--- config.mk ---
export PLATFORM = sky130hd
export DESIGN_NAME = kernel_launcher
export DESIGN_NICKNAME = d
export VERILOG_FILES = /design/src/rtl/kernel_launcher.sv
export SDC_FILE = /design/constraint.sdc
export NUM_CORES = 1
export LEC_CHECK = 0
export BUFFER_PORTS_ARGS = -buffer_cell sky130_fd_sc_hd__buf_4
export CAP_MARGIN = 20
export CORE_MARGIN = 5
export CORE_UTILIZATION = 50
export CTS_BUF_LIST = sky130_fd_sc_hd__clkbuf_8
export DETAILED_ROUTE_END_ITERATION = 16
export MAX_ROUTING_LAYER = met4
export PLACE_DENSITY_LB_ADDON = 0.25
export SLEW_MARGIN = 20
export SYNTH_ARGS = -nofsm -noshare
export SYNTH_HDL_FRONTEND = slang
export SYNTH_SLANG_ARGS = --single-unit
--- constraint.sdc ---
create_clock -name clk_i -period 2.92 [get_ports clk_i]
set_clock_uncertainty 0.2 [all_clocks]
set_input_delay 0.438 -clock clk_i [delete_from_list [all_inputs] [get_ports clk_i]]
set_output_delay 0.438 -clock clk_i [all_outputs]
set_load 0.02 [all_outputs]
--- src/rtl/kernel_launcher.sv ---
// kernel_launcher: sequences accelerator launches (optional reconfig, start, run with watchdog, response).
module kernel_launcher #(
  parameter int ID_W  = 4,
  parameter int CNT_W = 32,
  parameter int TO_W  = 16
) (
  input  logic             clk_i,
  input  logic             rst_ni,
  input  logic             clr_i,
  input  logic             req_valid_i,
  output logic             req_ready_o,
  input  logic             req_new_conf_i,
  input  logic [ID_W-1:0]  req_id_i,
  input  logic [TO_W-1:0]  timeout_i,
  output logic             conf_change_o,
  output logic             start_o,
  input  logic             cu_exec_i,
  input  logic             cu_done_i,
  output logic             cu_clr_o,
  output logic             rsp_valid_o,
  input  logic             rsp_ready_i,
  output logic [ID_W-1:0]  rsp_id_o,
  output logic [CNT_W-1:0] rsp_cycles_o,
  output logic             rsp_err_o,
  output logic             busy_o
);
  typedef enum logic [2:0] {L_IDLE, L_CONF, L_START, L_RUN, L_RESP} state_e;
  state_e           state_q, state_d;
  logic [ID_W-1:0]  id_q, id_d;
  logic [TO_W-1:0]  to_q, to_d, wd_q, wd_d;
  logic [CNT_W-1:0] cnt_q, cnt_d;
  logic             err_q, err_d;
  logic             fire;
  // Completion wins over a coincident timeout, so fire is masked by cu_done_i.
  assign fire = state_q == L_RUN && to_q != '0 && wd_q == to_q - TO_W'(1) && !cu_done_i;
  always_comb begin
    state_d = state_q;
    id_d    = id_q;
    to_d    = to_q;
    wd_d    = wd_q;
    cnt_d   = cnt_q;
    err_d   = err_q;
    case (state_q)
      L_IDLE: if (req_valid_i) begin
        id_d    = req_id_i;
        to_d    = timeout_i;
        cnt_d   = '0;
        wd_d    = '0;
        err_d   = 1'b0;
        state_d = req_new_conf_i ? L_CONF : L_START;
      end
      L_CONF:  state_d = L_START;
      L_START: state_d = L_RUN;
      L_RUN: begin
        cnt_d = (cu_exec_i && cnt_q != '1) ? cnt_q + CNT_W'(1) : cnt_q;
        wd_d  = wd_q + TO_W'(1);
        if (cu_done_i) state_d = L_RESP;
        else if (fire) begin
          state_d = L_RESP;
          err_d   = 1'b1;
        end
      end
      L_RESP:  state_d = rsp_ready_i ? L_IDLE : L_RESP;
      default: state_d = L_IDLE;
    endcase
    if (clr_i) begin
      state_d = L_IDLE;
      id_d    = '0;
      to_d    = '0;
      wd_d    = '0;
      cnt_d   = '0;
      err_d   = 1'b0;
    end
  end
  always_ff @(posedge clk_i or negedge rst_ni) begin
    if (!rst_ni) begin
      state_q <= L_IDLE;
      id_q    <= '0;
      to_q    <= '0;
      wd_q    <= '0;
      cnt_q   <= '0;
      err_q   <= 1'b0;
    end else begin
      state_q <= state_d;
      id_q    <= id_d;
      to_q    <= to_d;
      wd_q    <= wd_d;
      cnt_q   <= cnt_d;
      err_q   <= err_d;
    end
  end
  assign req_ready_o   = state_q == L_IDLE;
  assign conf_change_o = state_q == L_CONF;
  assign start_o       = state_q == L_START;
  assign rsp_valid_o   = state_q == L_RESP;
  assign busy_o        = state_q != L_IDLE;
  assign cu_clr_o      = clr_i | fire;
  assign rsp_id_o      = id_q;
  assign rsp_cycles_o  = cnt_q;
  assign rsp_err_o     = err_q;
endmodule

==> results of run 1 <==
==> kinds of logic after synthesis <==
family | synth area share (%)
flops | 40.1
mux | 0.696
fa+ha+maj | 0.835
buf+inv | 5.62
compound gates | 13.4
simple gates | 29.5
xor+xnor | 9.94
==> state kept, by name, summed over array words and instances, names as in the netlist <==
signal,cells
to_q,16
rsp_id_o,4
state_q,3
rsp_err_o,1
rsp_cycles_o,32
wd_q,16
==> stage by stage <==
stage	worst slack, ps	total power [mW]	setup TNS, ps	utilization [%]	std cells
after floorplan	96.2	1.53	0	-	505
after global placement	99.3	1.73	0	58.7	676
after detailed placement	38.0	1.74	0	58.7	676
after CTS	-194	2.55	-194	62.7	700
after global routing	-251	2.67	-251	62.8	700
final	-173	2.54	-173	62.8	700
==> routing by layer <==
layer  GRT usage (%)  share of wire [%]  up-vias  wire [um]
li1                -                  -     1956          -
met3            4.99                3.7       17        436
met2            36.6                 50       83       5930
met4            5.84                1.5        0        173
met1            28.8                 45     1971       5330
met5               -                  0        -          0
==> report_power, final <==
part	total, mW	switching [mW]	internal, mW	leakage (nW)
registers	1.09	0.0578	1.04	0.984
clock network	0.736	0.421	0.315	0.0898
logic	0.709	0.410	0.299	1.26
==> worst min path at each step <==
| stage | from | endpoint | slack [ps] |
|---|---|---|---|
| floorplan | rst_ni | rsp_cycles_o[0]$_DFFE_PN0P_ | -60 |
| global placement | rsp_id_o[1]$_DFFE_PN0P_ | rsp_id_o[1]$_DFFE_PN0P_ | 250 |
| detailed placement | rsp_id_o[1]$_DFFE_PN0P_ | rsp_id_o[1]$_DFFE_PN0P_ | 260 |
| CTS | rst_ni | to_q[15]$_DFFE_PN0P_ | 50 |
| global route | rst_ni | to_q[12]$_DFFE_PN0P_ | 80 |
| finish | rst_ni | to_q[15]$_DFFE_PN0P_ | -0.3 |
==> cell usage in the layout (no fill, tap or decap), types with 5 or more instances in the layout <==
| cell | netlist | layout |
|---|---|---|
| sky130_fd_sc_hd__xor2_1 | 11 | 11 |
| sky130_fd_sc_hd__dfrtp_1 | 72 | 72 |
| sky130_fd_sc_hd__nand3b_1 | 21 | 21 |
| sky130_fd_sc_hd__or3_1 | 10 | 10 |
| sky130_fd_sc_hd__nor3_1 | 19 | 19 |
| sky130_fd_sc_hd__nor3b_1 | 5 | 5 |
| sky130_fd_sc_hd__xnor2_1 | 40 | 39 |
| sky130_fd_sc_hd__o21ai_1 | 4 | 5 |
| sky130_fd_sc_hd__nand4_1 | 9 | 9 |
| sky130_fd_sc_hd__a31oi_1 | 7 | 6 |
| sky130_fd_sc_hd__a21oi_1 | 17 | 17 |
| sky130_fd_sc_hd__nand2_1 | 63 | 62 |
| sky130_fd_sc_hd__nor4_1 | 14 | 10 |
| sky130_fd_sc_hd__nor2_1 | 49 | 48 |
| sky130_fd_sc_hd__o21ai_0 | 15 | 14 |
| sky130_fd_sc_hd__nand3_1 | 20 | 20 |
| sky130_fd_sc_hd__buf_4 | 5 | 96 |
| sky130_fd_sc_hd__nor4_2 | 4 | 7 |
| sky130_fd_sc_hd__inv_1 | 21 | 19 |
| sky130_fd_sc_hd__clkbuf_8 | 2 | 9 |
==> repair_timing <==
item / CTS / global route
setup buffers: 9 / 0
gates resized for setup: 22 / 3
endpoints found under the setup margin: 1 / 1
pin swaps: 11 / 5
==> layout make-up <==
| type | count | share of cell area [%] |
|---|---|---|
| well taps | 108 | 2.45 |
| multi-input cells | 384 | 46.4 |
| flip-flops and latches | 72 | 32.7 |
| clock buffers | 9 | 2.25 |
| repair buffers | 99 | 13.7 |
| inverters | 21 | 1.43 |
| clock inverters | 7 | 1.02 |
==> flow_summary.html, run 1 <==
<table>
<tr><th>Metric</th><th>Value</th></tr>
<tr><th colspan="2">Outcome</th></tr>
<tr><td>Result of the run</td><td>complete, but fails checks</td></tr>
<tr><td>Failing checks</td><td>negative hold slack, negative setup slack</td></tr>
<tr><th colspan="2">Setup path</th></tr>
<tr><td>CP top delay family</td><td>simple AND/OR/NAND/NOR gates</td></tr>
<tr><td>Worst setup path endpoint</td><td>cu_clr_o</td></tr>
<tr><td>Crit path capture type</td><td>output pin</td></tr>
<tr><td>Critical path required time</td><td>2280 ps</td></tr>
<tr><td>CP Depth</td><td>7</td></tr>
<tr><td>Crit start category</td><td>flip-flop</td></tr>
<tr><td>Number of cells on the worst reg-to-reg path</td><td>9</td></tr>
<tr><td>Cell-by-cell listing of the critical path</td><td>or3_4, nor4_4, a31oi_2, a2111oi_4, nand4_2, o21bai_2, buf_6</td></tr>
<tr><td>Source of the critical timing path</td><td>to_q[0]$_DFFE_PN0P_</td></tr>
<tr><td>Crit path largest cell delay</td><td>430 ps</td></tr>
<tr><td>Startpoint of the worst-slack reg-to-reg timing path</td><td>to_q[0]$_DFFE_PN0P_</td></tr>
<tr><td>Arrival time at the worst endpoint</td><td>2460 ps</td></tr>
<tr><td>Slowest CP cell</td><td>sky130_fd_sc_hd__dfrtp_1</td></tr>
<tr><td>Maximum net fanout on the critical path</td><td>4</td></tr>
<tr><td>Worst path buffer plus inverter count</td><td>1</td></tr>
<tr><td>R2R setup slack</td><td>170 ps</td></tr>
<tr><td>Reg-to-reg endpoint</td><td>state_q[0]$_DFFE_PN0P_</td></tr>
<tr><td>Crit Path Category</td><td>flip-flop to output pin</td></tr>
<tr><th colspan="2">Timing</th></tr>
<tr><td>Ratio of final minimum period to clock period</td><td>106%</td></tr>
<tr><td>Fin crit period</td><td>3090 ps</td></tr>
<tr><td>Slew Limit Headroom</td><td>38.3%</td></tr>
<tr><td>Slew @ Worst Pin</td><td>925 ps</td></tr>
<tr><td>Count of endpoints failing hold in the final timing report</td><td>1</td></tr>
<tr><td>Hold Slack</td><td>-0.336 ps</td></tr>
<tr><td>Count of pins over their slew limit</td><td>0</td></tr>
<tr><td>Setup Viol. Count Final</td><td>1</td></tr>
<tr><td>Setup slack of the critical path after layout</td><td>-173 ps</td></tr>
<tr><td>Unrepaired setup endpoints after global routing</td><td>yes</td></tr>
<tr><td>Timing-limited maximum frequency</td><td>0.323 GHz</td></tr>
<tr><th colspan="2">Route</th></tr>
<tr><td>DR pass1 iterations</td><td>5</td></tr>
<tr><td>DRC viols</td><td>0</td></tr>
<tr><td>Average wire length per cell after detail routing</td><td>16.9 um</td></tr>
<tr><td>Via count</td><td>4027</td></tr>
<tr><td>Number of DRC markers in iteration 0</td><td>236</td></tr>
<tr><td>Total Routed Length</td><td>11900 um</td></tr>
<tr><td>Via count normalized by instance count</td><td>5.75</td></tr>
<tr><td>Final antenna-violating net count</td><td>0</td></tr>
<tr><th colspan="2">Synth</th></tr>
<tr><td>Sequential fraction of the synthesis area</td><td>40.1%</td></tr>
<tr><td>Count of unique library cells instantiated by Yosys</td><td>71</td></tr>
<tr><td>Count of flip-flops with a built-in enable after synthesis</td><td>0</td></tr>
<tr><td>Most used standard cell by instance count after synthesis</td><td>sky130_fd_sc_hd__dfrtp_1</td></tr>
<tr><td>Cell taking the most area after synthesis</td><td>sky130_fd_sc_hd__dfrtp_1</td></tr>
<tr><td>Area share of the leading cell type in the synthesized netlist</td><td>40.1%</td></tr>
<tr><td>Syn Std Cell Area</td><td>4500 sq um</td></tr>
<tr><td>Yosys synthesis warning count</td><td>0</td></tr>
<tr><td>Fraction of synthesis flops using an asynchronous set or reset pin</td><td>100%</td></tr>
<tr><td>Cells taking the most area after synthesis</td><td>sky130_fd_sc_hd__dfrtp_1, sky130_fd_sc_hd__xnor2_1, sky130_fd_sc_hd__nand2_1</td></tr>
<tr><td>Post-Syn Area per Cell</td><td>8.90 sq um</td></tr>
<tr><td>Total of flip-flops plus latches after synthesis</td><td>72</td></tr>
<tr><td>Total nets after synthesis</td><td>536</td></tr>
<tr><td>Predominant post-synthesis flop cell</td><td>sky130_fd_sc_hd__dfrtp_1</td></tr>
<tr><td>Most numerous cell types in the synthesized netlist</td><td>sky130_fd_sc_hd__dfrtp_1, sky130_fd_sc_hd__nand2_1, sky130_fd_sc_hd__nor2_1, sky130_fd_sc_hd__xnor2_1</td></tr>
<tr><td>Cells after Synth</td><td>505</td></tr>
<tr><th colspan="2">Layout</th></tr>
<tr><td>Ratio of cells with drive above 1 in the final layout</td><td>25.8%</td></tr>
<tr><td>Area Overhead vs Synth</td><td>22.5%</td></tr>
<tr><td>Final design instance area without fill</td><td>5510 sq um</td></tr>
<tr><td>Filler Cells Inserted</td><td>751</td></tr>
<tr><td>Register area</td><td>1800 sq um</td></tr>
<tr><td>Combined area of the multi-input logic cells</td><td>2560 sq um</td></tr>
<tr><td>Number of antenna repair diodes</td><td>0</td></tr>
<tr><td>Net count of the finished layout</td><td>618</td></tr>
<tr><th colspan="2">Power</th></tr>
<tr><td>Static Leakage</td><td>2.34 nW</td></tr>
<tr><td>Pwr Density</td><td>461 nW/um^2</td></tr>
<tr><td>Worst vdd rail ir drop</td><td>263 uV</td></tr>
<tr><th colspan="2">Placed design</th></tr>
<tr><td>Port Buffer Count</td><td>70</td></tr>
<tr><td>DP HPWL</td><td>8510 um</td></tr>
<tr><td>Dpl cell area</td><td>5140 sq um</td></tr>
<tr><td>Final weighted congestion in routability-driven placement</td><td>0.877</td></tr>
<tr><th colspan="2">Global route</th></tr>
<tr><td>Wire length of the first global-routing pass</td><td>20100 um</td></tr>
<tr><td>Via count of the first global-routing pass</td><td>4051</td></tr>
<tr><td>Maximum number of pins on one net before global-route repair</td><td>73</td></tr>
<tr><td>Global route total overflow</td><td>0</td></tr>
<tr><td>Combined global-route utilization of all metal layers</td><td>22.6%</td></tr>
<tr><td>Antenna violations before repair</td><td>0</td></tr>
<tr><th colspan="2">Clock tree</th></tr>
<tr><td>Clock tree from TritonCTS</td><td>yes</td></tr>
<tr><td>Number of hold-repair buffers added at the cts stage</td><td>0</td></tr>
<tr><td>Clk sinks</td><td>72</td></tr>
<tr><td>Worst skew pair latency</td><td>360 ps</td></tr>
<tr><td>Maximum clock insertion buffer count</td><td>2</td></tr>
<tr><td>Level count of the clock H-tree</td><td>3</td></tr>
<tr><td>Clock transition at path regs</td><td>80 ps</td></tr>
<tr><td>Clock buffers created by TritonCTS</td><td>9</td></tr>
<tr><td>Buffer type at the clock tree root</td><td>sky130_fd_sc_hd__clkbuf_8</td></tr>
<tr><th colspan="2">Floorplan</th></tr>
<tr><td>Total die area</td><td>11000 sq um</td></tr>
<tr><td>Die extent in y</td><td>105 um</td></tr>
<tr><td>Top Ports</td><td>71</td></tr>
<tr><td>Standard-cell rows</td><td>34</td></tr>
<tr><td>Core outline area</td><td>8760 sq um</td></tr>
<tr><td>Starting density of the core</td><td>51.3%</td></tr>
<tr><td>Overall die width</td><td>105 um</td></tr>
<tr><th colspan="2">Flow run</th></tr>
<tr><td>Count of max-cap constraint violations</td><td>0</td></tr>
<tr><th colspan="2">Hold path</th></tr>
<tr><td>Worst hold-check path type</td><td>input pin to asynchronous set/reset pin</td></tr>
</table>
(Power assumes the default switching activity.)
==> inputs of run 2 (changes only) <==
--- a/config.mk
+++ b/config.mk
@@ -13,7 +13,8 @@
 export DETAILED_ROUTE_END_ITERATION = 16
 export MAX_ROUTING_LAYER = met4
-export PLACE_DENSITY_LB_ADDON = 0.25
+export PLACE_DENSITY = 0.81
 export SLEW_MARGIN = 20
 export SYNTH_ARGS = -nofsm -noshare
 export SYNTH_HDL_FRONTEND = slang
 export SYNTH_SLANG_ARGS = --single-unit
+export TNS_END_PERCENT = 10
--- a/constraint.sdc
+++ b/constraint.sdc
@@ -3,3 +3,3 @@
 set_input_delay 0.438 -clock clk_i [delete_from_list [all_inputs] [get_ports clk_i]]
 set_output_delay 0.438 -clock clk_i [all_outputs]
-set_load 0.02 [all_outputs]
+set_load 0.005 [all_outputs]
==> flow_summary.html, run 2 (same netlist as run 1, synthesis figures left out) <==
<table>
<tr><th>Metric</th><th>Value</th></tr>
<tr><th colspan="2">Route</th></tr>
<tr><td>Total Routed Length</td><td>12300 um</td></tr>
<tr><td>Final antenna-violating net count</td><td>0</td></tr>
<tr><td>Via count</td><td>4087</td></tr>
<tr><td>DRC viols</td><td>0</td></tr>
<tr><td>Average wire length per cell after detail routing</td><td>17.6 um</td></tr>
<tr><td>DR pass1 iterations</td><td>5</td></tr>
<tr><td>Via count normalized by instance count</td><td>5.86</td></tr>
<tr><td>Number of DRC markers in iteration 0</td><td>218</td></tr>
<tr><th colspan="2">Power</th></tr>
<tr><td>Static Leakage</td><td>2.32 nW</td></tr>
<tr><td>Worst vdd rail ir drop</td><td>244 uV</td></tr>
<tr><td>Pwr Density</td><td>468 nW/um^2</td></tr>
<tr><th colspan="2">Clock tree</th></tr>
<tr><td>Maximum clock insertion buffer count</td><td>2</td></tr>
<tr><td>Clock transition at path regs</td><td>80 ps</td></tr>
<tr><td>Clock tree from TritonCTS</td><td>yes</td></tr>
<tr><td>Level count of the clock H-tree</td><td>3</td></tr>
<tr><td>Worst skew pair latency</td><td>350 ps</td></tr>
<tr><td>Buffer type at the clock tree root</td><td>sky130_fd_sc_hd__clkbuf_8</td></tr>
<tr><td>Clk sinks</td><td>72</td></tr>
<tr><td>Clock buffers created by TritonCTS</td><td>9</td></tr>
<tr><td>Number of hold-repair buffers added at the cts stage</td><td>0</td></tr>
<tr><th colspan="2">Floorplan</th></tr>
<tr><td>Overall die width</td><td>105 um</td></tr>
<tr><td>Total die area</td><td>11000 sq um</td></tr>
<tr><td>Top Ports</td><td>71</td></tr>
<tr><td>Standard-cell rows</td><td>34</td></tr>
<tr><td>Starting density of the core</td><td>51.3%</td></tr>
<tr><td>Die extent in y</td><td>105 um</td></tr>
<tr><td>Core outline area</td><td>8760 sq um</td></tr>
<tr><th colspan="2">Timing</th></tr>
<tr><td>Timing-limited maximum frequency</td><td>0.320 GHz</td></tr>
<tr><td>Slew @ Worst Pin</td><td>905 ps</td></tr>
<tr><td>Unrepaired setup endpoints after global routing</td><td>yes</td></tr>
<tr><td>Count of pins over their slew limit</td><td>0</td></tr>
<tr><td>Count of endpoints failing hold in the final timing report</td><td>0</td></tr>
<tr><td>Fin crit period</td><td>3120 ps</td></tr>
<tr><td>Setup slack of the critical path after layout</td><td>-205 ps</td></tr>
<tr><td>Slew Limit Headroom</td><td>39.7%</td></tr>
<tr><td>Ratio of final minimum period to clock period</td><td>107%</td></tr>
<tr><td>Setup Viol. Count Final</td><td>3</td></tr>
<tr><th colspan="2">Layout</th></tr>
<tr><td>Ratio of cells with drive above 1 in the final layout</td><td>24.4%</td></tr>
<tr><td>Filler Cells Inserted</td><td>764</td></tr>
<tr><td>Post-Route Utilization</td><td>62.4%</td></tr>
<tr><td>Flip-flop count of the largest register, all copies and words added</td><td>32</td></tr>
<tr><td>Leading cell type in the layout, fill and taps excluded</td><td>sky130_fd_sc_hd__buf_4</td></tr>
<tr><td>Area Overhead vs Synth</td><td>21.5%</td></tr>
<tr><td>Net count of the finished layout</td><td>615</td></tr>
<tr><td>Top library cells by usage in the layout, fill and taps aside</td><td>sky130_fd_sc_hd__buf_4, sky130_fd_sc_hd__dfrtp_1, sky130_fd_sc_hd__nand2_1, sky130_fd_sc_hd__nor2_1, sky130_fd_sc_hd__xnor2_1</td></tr>
<tr><td>Number of antenna repair diodes</td><td>0</td></tr>
<tr><th colspan="2">Outcome</th></tr>
<tr><td>Failing checks</td><td>negative setup slack</td></tr>
<tr><td>Result of the run</td><td>complete, but fails checks</td></tr>
<tr><th colspan="2">Setup path</th></tr>
<tr><td>Crit path capture type</td><td>output pin</td></tr>
<tr><td>Arrival time at the worst endpoint</td><td>2490 ps</td></tr>
<tr><td>Maximum net fanout on the critical path</td><td>5</td></tr>
<tr><td>Crit Path Category</td><td>flip-flop to output pin</td></tr>
<tr><td>Number of cells on the worst reg-to-reg path</td><td>13</td></tr>
<tr><td>Slowest CP cell</td><td>sky130_fd_sc_hd__or4_4</td></tr>
<tr><td>CP top delay family</td><td>compound AO/OA/AOI/OAI gates</td></tr>
<tr><td>CP Depth</td><td>7</td></tr>
<tr><td>Critical path required time</td><td>2280 ps</td></tr>
<tr><td>Cell-by-cell listing of the critical path</td><td>or4_4, o41ai_2, a31oi_1, o32ai_1, nand2_1, o21bai_1, buf_4</td></tr>
<tr><td>Crit path largest cell delay</td><td>600 ps</td></tr>
<tr><td>Crit start category</td><td>flip-flop</td></tr>
<tr><td>Worst path buffer plus inverter count</td><td>1</td></tr>
<tr><th colspan="2">Global route</th></tr>
<tr><td>Antenna violations before repair</td><td>0</td></tr>
<tr><td>Via count of the first global-routing pass</td><td>4137</td></tr>
<tr><td>Combined global-route utilization of all metal layers</td><td>23.1%</td></tr>
<tr><td>Wire length of the first global-routing pass</td><td>20500 um</td></tr>
<tr><td>Maximum number of pins on one net before global-route repair</td><td>73</td></tr>
<tr><td>Global route total overflow</td><td>0</td></tr>
<tr><th colspan="2">Placed design</th></tr>
<tr><td>Final weighted congestion in routability-driven placement</td><td>0.956</td></tr>
<tr><td>Setup Slack @ Placement</td><td>104 ps</td></tr>
<tr><td>Port Buffer Count</td><td>70</td></tr>
<tr><td>DP HPWL</td><td>8660 um</td></tr>
<tr><th colspan="2">Hold path</th></tr>
<tr><td>Worst hold-check path type</td><td>input pin to asynchronous set/reset pin</td></tr>
<tr><th colspan="2">Flow run</th></tr>
<tr><td>Count of max-cap constraint violations</td><td>0</td></tr>
</table>
==> run 2: cell count changes in the layout (fill, tap and decap cells not counted), moves of 2 or more <==
cell and change:
sky130_fd_sc_hd__buf_6 -2, sky130_fd_sc_hd__nor4_1 +2, sky130_fd_sc_hd__clkinv_4 -3, sky130_fd_sc_hd__inv_1 +2, sky130_fd_sc_hd__buf_4 -2
==> run 2: area by class of cell <==
type / count / area, sq um / share of cell area, %
multi-input cells: 384 / 2510 / 46.0
flip-flops and latches: 72 / 1800 / 33.0
clock buffers: 10 / 138 / 2.52
inverters: 21 / 78.8 / 1.44
clock inverters: 6 / 61.3 / 1.12
repair buffers: 96 / 737 / 13.5
well taps: 108 / 135 / 2.47
==> run 2: path summary, 6_finish.rpt <==
path | slack (ps) | to | startpoint
max | -200 | cu_clr_o | to_q[3]$_DFFE_PN0P_
min | 20 | to_q[9]$_DFFE_PN0P_ | rst_ni
max reg2reg | -80 | state_q[1]$_DFFE_PN0P_ | to_q[0]$_DFFE_PN0P_
min reg2reg | 270 | rsp_id_o[0]$_DFFE_PN0P_ | rsp_id_o[0]$_DFFE_PN0P_
max in group asynchronous | 1870 | to_q[3]$_DFFE_PN0P_ | rst_ni
min in group clk_i | 110 | to_q[11]$_DFFE_PN0P_ | timeout_i[11]
==> run 2: report_power, final <==
group,internal (mW),switching [mW]
combinational,0.287,0.361
sequential,1.04,0.0649
clock,0.414,0.395
==> run 2: stage by stage <==
step	area [sq um]	hold slack [ps]	total power, mW	instances	TNS [ps]
after floorplan	4500	-57.6	1.50	505	0
after global placement	5100	253	1.69	671	0
after detailed placement	5100	259	1.70	671	0
after CTS	5430	52.0	2.56	695	-289
after global routing	5460	83.2	2.70	697	-1020
final	5460	20.0	2.56	697	-343
==> run 2: timing repair <==
| action | CTS | global route |
|---|---|---|
| buffers inserted | 9 | 2 |
| resized for setup | 14 | 3 |
| hold endpoints to repair | 0 | 0 |
| endpoints found under the setup margin | 1 | 5 |
| pin swaps | 9 | 4 |
| cloned | 0 | 0 |
==> run 2: per-layer routing <==
layer	global-route usage, %	vias to the layer above	share of wire (%)
li1	-	1949	-
met1	29.5	1987	44
met2	37.2	130	49
met3	4.93	21	5.1
met4	6.39	0	1.8
met5	-	-	0
==> run 2: worst register-to-register path: cells and delay by family (launching register included) <==
kind	cells	cell delay (ps)
compound gates	3	820
buf+inv	6	770
simple gates	3	570
flops	1	420
fa+ha+maj	1	130
==> inputs of run 3 (changes only) <==
- CORE_MARGIN: 5 -> default
==> flow_summary.html, run 3 (same netlist as run 1, synthesis figures left out) <==
<table>
<tr><th>Metric</th><th>Value</th></tr>
<tr><th colspan="2">Placed design</th></tr>
<tr><td>Final weighted congestion in routability-driven placement</td><td>0.916</td></tr>
<tr><td>Port Buffer Count</td><td>70</td></tr>
<tr><td>Placed cells</td><td>673</td></tr>
<tr><td>DP HPWL</td><td>8200 um</td></tr>
<tr><th colspan="2">Global route</th></tr>
<tr><td>Antenna violations before repair</td><td>0</td></tr>
<tr><td>Global route total overflow</td><td>0</td></tr>
<tr><td>Wire length of the first global-routing pass</td><td>19400 um</td></tr>
<tr><td>Combined global-route utilization of all metal layers</td><td>26.3%</td></tr>
<tr><td>Via count of the first global-routing pass</td><td>3968</td></tr>
<tr><td>Maximum number of pins on one net before global-route repair</td><td>73</td></tr>
<tr><th colspan="2">Floorplan</th></tr>
<tr><td>Standard-cell rows</td><td>34</td></tr>
<tr><td>Overall die width</td><td>96.8 um</td></tr>
<tr><td>Die extent in y</td><td>96.8 um</td></tr>
<tr><td>Top Ports</td><td>71</td></tr>
<tr><td>Starting density of the core</td><td>51.5%</td></tr>
<tr><td>Core outline area</td><td>8720 sq um</td></tr>
<tr><td>Total die area</td><td>9370 sq um</td></tr>
<tr><th colspan="2">Setup path</th></tr>
<tr><td>Crit start category</td><td>flip-flop</td></tr>
<tr><td>Crit path capture type</td><td>output pin</td></tr>
<tr><td>Arrival time at the worst endpoint</td><td>2500 ps</td></tr>
<tr><td>Slowest CP cell</td><td>sky130_fd_sc_hd__or4_4</td></tr>
<tr><td>Critical path required time</td><td>2280 ps</td></tr>
<tr><td>Cell-by-cell listing of the critical path</td><td>or4_4, nor3_4, a31oi_4, a2111oi_4, nand4_2, o21bai_1, buf_4</td></tr>
<tr><td>Source of the critical timing path</td><td>to_q[6]$_DFFE_PN0P_</td></tr>
<tr><td>CP top delay family</td><td>simple AND/OR/NAND/NOR gates</td></tr>
<tr><td>Maximum net fanout on the critical path</td><td>2</td></tr>
<tr><td>Crit path largest cell delay</td><td>560 ps</td></tr>
<tr><td>Crit Path Category</td><td>flip-flop to output pin</td></tr>
<tr><td>R2R setup slack</td><td>290 ps</td></tr>
<tr><td>Worst path buffer plus inverter count</td><td>1</td></tr>
<tr><td>Startpoint of the worst-slack reg-to-reg timing path</td><td>state_q[1]$_DFFE_PN0P_</td></tr>
<tr><th colspan="2">Route</th></tr>
<tr><td>Total Routed Length</td><td>11700 um</td></tr>
<tr><td>DRC viols</td><td>0</td></tr>
<tr><td>Via count</td><td>4133</td></tr>
<tr><td>DR pass1 iterations</td><td>4</td></tr>
<tr><td>Number of DRC markers in iteration 0</td><td>241</td></tr>
<tr><td>Final antenna-violating net count</td><td>0</td></tr>
<tr><td>Via count normalized by instance count</td><td>5.96</td></tr>
<tr><td>Average wire length per cell after detail routing</td><td>16.9 um</td></tr>
<tr><th colspan="2">Layout</th></tr>
<tr><td>Area Overhead vs Synth</td><td>22.7%</td></tr>
<tr><td>Ratio of cells with drive above 1 in the final layout</td><td>24.9%</td></tr>
<tr><td>Leading cell type in the layout, fill and taps excluded</td><td>sky130_fd_sc_hd__buf_4</td></tr>
<tr><td>Top library cells by usage in the layout, fill and taps aside</td><td>sky130_fd_sc_hd__buf_4, sky130_fd_sc_hd__dfrtp_1, sky130_fd_sc_hd__nand2_1, sky130_fd_sc_hd__nor2_1, sky130_fd_sc_hd__xnor2_1</td></tr>
<tr><td>Filler Cells Inserted</td><td>746</td></tr>
<tr><td>Flip-flop count of the largest register, all copies and words added</td><td>32</td></tr>
<tr><td>Net count of the finished layout</td><td>613</td></tr>
<tr><td>Cell Count, Final, Fillers Out</td><td>694</td></tr>
<tr><td>Post-Route Utilization</td><td>63.2%</td></tr>
<tr><td>Number of antenna repair diodes</td><td>0</td></tr>
<tr><td>Register area</td><td>1800 sq um</td></tr>
<tr><td>Combined area of the multi-input logic cells</td><td>2540 sq um</td></tr>
<tr><th colspan="2">Hold path</th></tr>
<tr><td>Worst hold-check path type</td><td>input pin to asynchronous set/reset pin</td></tr>
<tr><th colspan="2">Timing</th></tr>
<tr><td>Slew @ Worst Pin</td><td>909 ps</td></tr>
<tr><td>Setup slack of the critical path after layout</td><td>-222 ps</td></tr>
<tr><td>Hold Slack</td><td>-1.92 ps</td></tr>
<tr><td>Slew Limit Headroom</td><td>39.4%</td></tr>
<tr><td>Unrepaired setup endpoints after global routing</td><td>yes</td></tr>
<tr><td>Count of endpoints failing hold in the final timing report</td><td>2</td></tr>
<tr><td>Count of pins over their slew limit</td><td>0</td></tr>
<tr><td>Timing-limited maximum frequency</td><td>0.318 GHz</td></tr>
<tr><td>Setup Viol. Count Final</td><td>1</td></tr>
<tr><td>Ratio of final minimum period to clock period</td><td>108%</td></tr>
<tr><td>Fin crit period</td><td>3140 ps</td></tr>
<tr><th colspan="2">Clock tree</th></tr>
<tr><td>Buffer type at the clock tree root</td><td>sky130_fd_sc_hd__clkbuf_8</td></tr>
<tr><td>Clock transition at path regs</td><td>80 ps</td></tr>
<tr><td>Clock tree from TritonCTS</td><td>yes</td></tr>
<tr><td>Maximum clock insertion buffer count</td><td>2</td></tr>
<tr><td>Clock buffers created by TritonCTS</td><td>9</td></tr>
<tr><td>Number of hold-repair buffers added at the cts stage</td><td>0</td></tr>
<tr><td>Level count of the clock H-tree</td><td>3</td></tr>
<tr><td>Clk sinks</td><td>72</td></tr>
<tr><td>Worst skew pair latency</td><td>360 ps</td></tr>
<tr><th colspan="2">Outcome</th></tr>
<tr><td>Result of the run</td><td>complete, but fails checks</td></tr>
<tr><td>Failing checks</td><td>negative hold slack, negative setup slack</td></tr>
<tr><th colspan="2">Power</th></tr>
<tr><td>Static Leakage</td><td>2.32 nW</td></tr>
<tr><td>Worst vdd rail ir drop</td><td>221 uV</td></tr>
<tr><td>Pwr Density</td><td>496 nW/um^2</td></tr>
<tr><td>Total Power Consumption</td><td>2.73 mW</td></tr>
<tr><th colspan="2">Flow run</th></tr>
<tr><td>Count of max-cap constraint violations</td><td>0</td></tr>
</table>
run 3: cell count changes in the layout (fill, tap and decap cells not counted), moves of 2 or more:
cell / change
sky130_fd_sc_hd__a31oi_2: -2
sky130_fd_sc_hd__bufinv_16: +2
sky130_fd_sc_hd__clkinvlp_4: -2
sky130_fd_sc_hd__inv_1: -2
sky130_fd_sc_hd__nor4_1: -2
sky130_fd_sc_hd__nor4_2: +2
run 3: metrics by stage:
step | TNS, ps | cell area, sq um | worst slack, ps
floorplan | 0 | 4500 | 192
global placement | 0 | 5120 | 151
detailed placement | 0 | 5120 | 73.9
CTS | -143 | 5440 | -143
global route | -322 | 5510 | -322
finish | -222 | 5510 | -222
run 3: where the power goes:
part           leakage, nW  total (mW)  switching, mW  internal (mW)
registers            0.981        1.10         0.0596           1.04
clock network        0.123       0.975          0.387          0.588
logic                 1.22       0.662          0.376          0.286
run 3: path summary, 6_finish.rpt:
path / to / depth (start not counted)
setup / recovery: cu_clr_o / 7
hold / removal: to_q[15]$_DFFE_PN0P_ / 1
setup reg to reg: rsp_cycles_o[25]$_DFFE_PN0P_ / 6
hold reg to reg: rsp_id_o[2]$_DFFE_PN0P_ / 2
max in group asynchronous: to_q[8]$_DFFE_PN0P_ / 1
min in group clk_i: to_q[12]$_DFFE_PN0P_ / 3
run 3: worst reg2reg max path, delay by kind of cell (launching register included):
family	cells	cell delay [ps]
AO/OA/AOI/OAI	3	840
flip-flops	1	490
AND/OR/NAND/NOR	3	1030
run 3: area by class of cell:
type                    count  area share, %
well taps                 108           2.45
inverters                  21           1.43
flip-flops and latches     72           32.7
clock buffers              10           2.50
multi-input cells         384           46.0
clock inverters             5           1.88
repair buffers             94           13.0
run 3: repair_timing:
| action | in CTS | in global routing |
|---|---|---|
| gates cloned | 0 | 0 |
| resized for setup | 8 | 11 |
| hold endpoints to repair | 0 | 0 |
| pin swaps | 5 | 7 |
| setup endpoints to repair | 1 | 1 |
| buffers inserted | 3 | 4 |
run 3: routing by layer:
layer / track usage (%) / share of wire (%) / vias up
met1: 34.4 / 45 / 2015
met3: 4.62 / 5.5 / 28
li1: - / - / 1944
met5: - / 0 / -
met4: 11.0 / 2.3 / 0
met2: 40.5 / 48 / 146
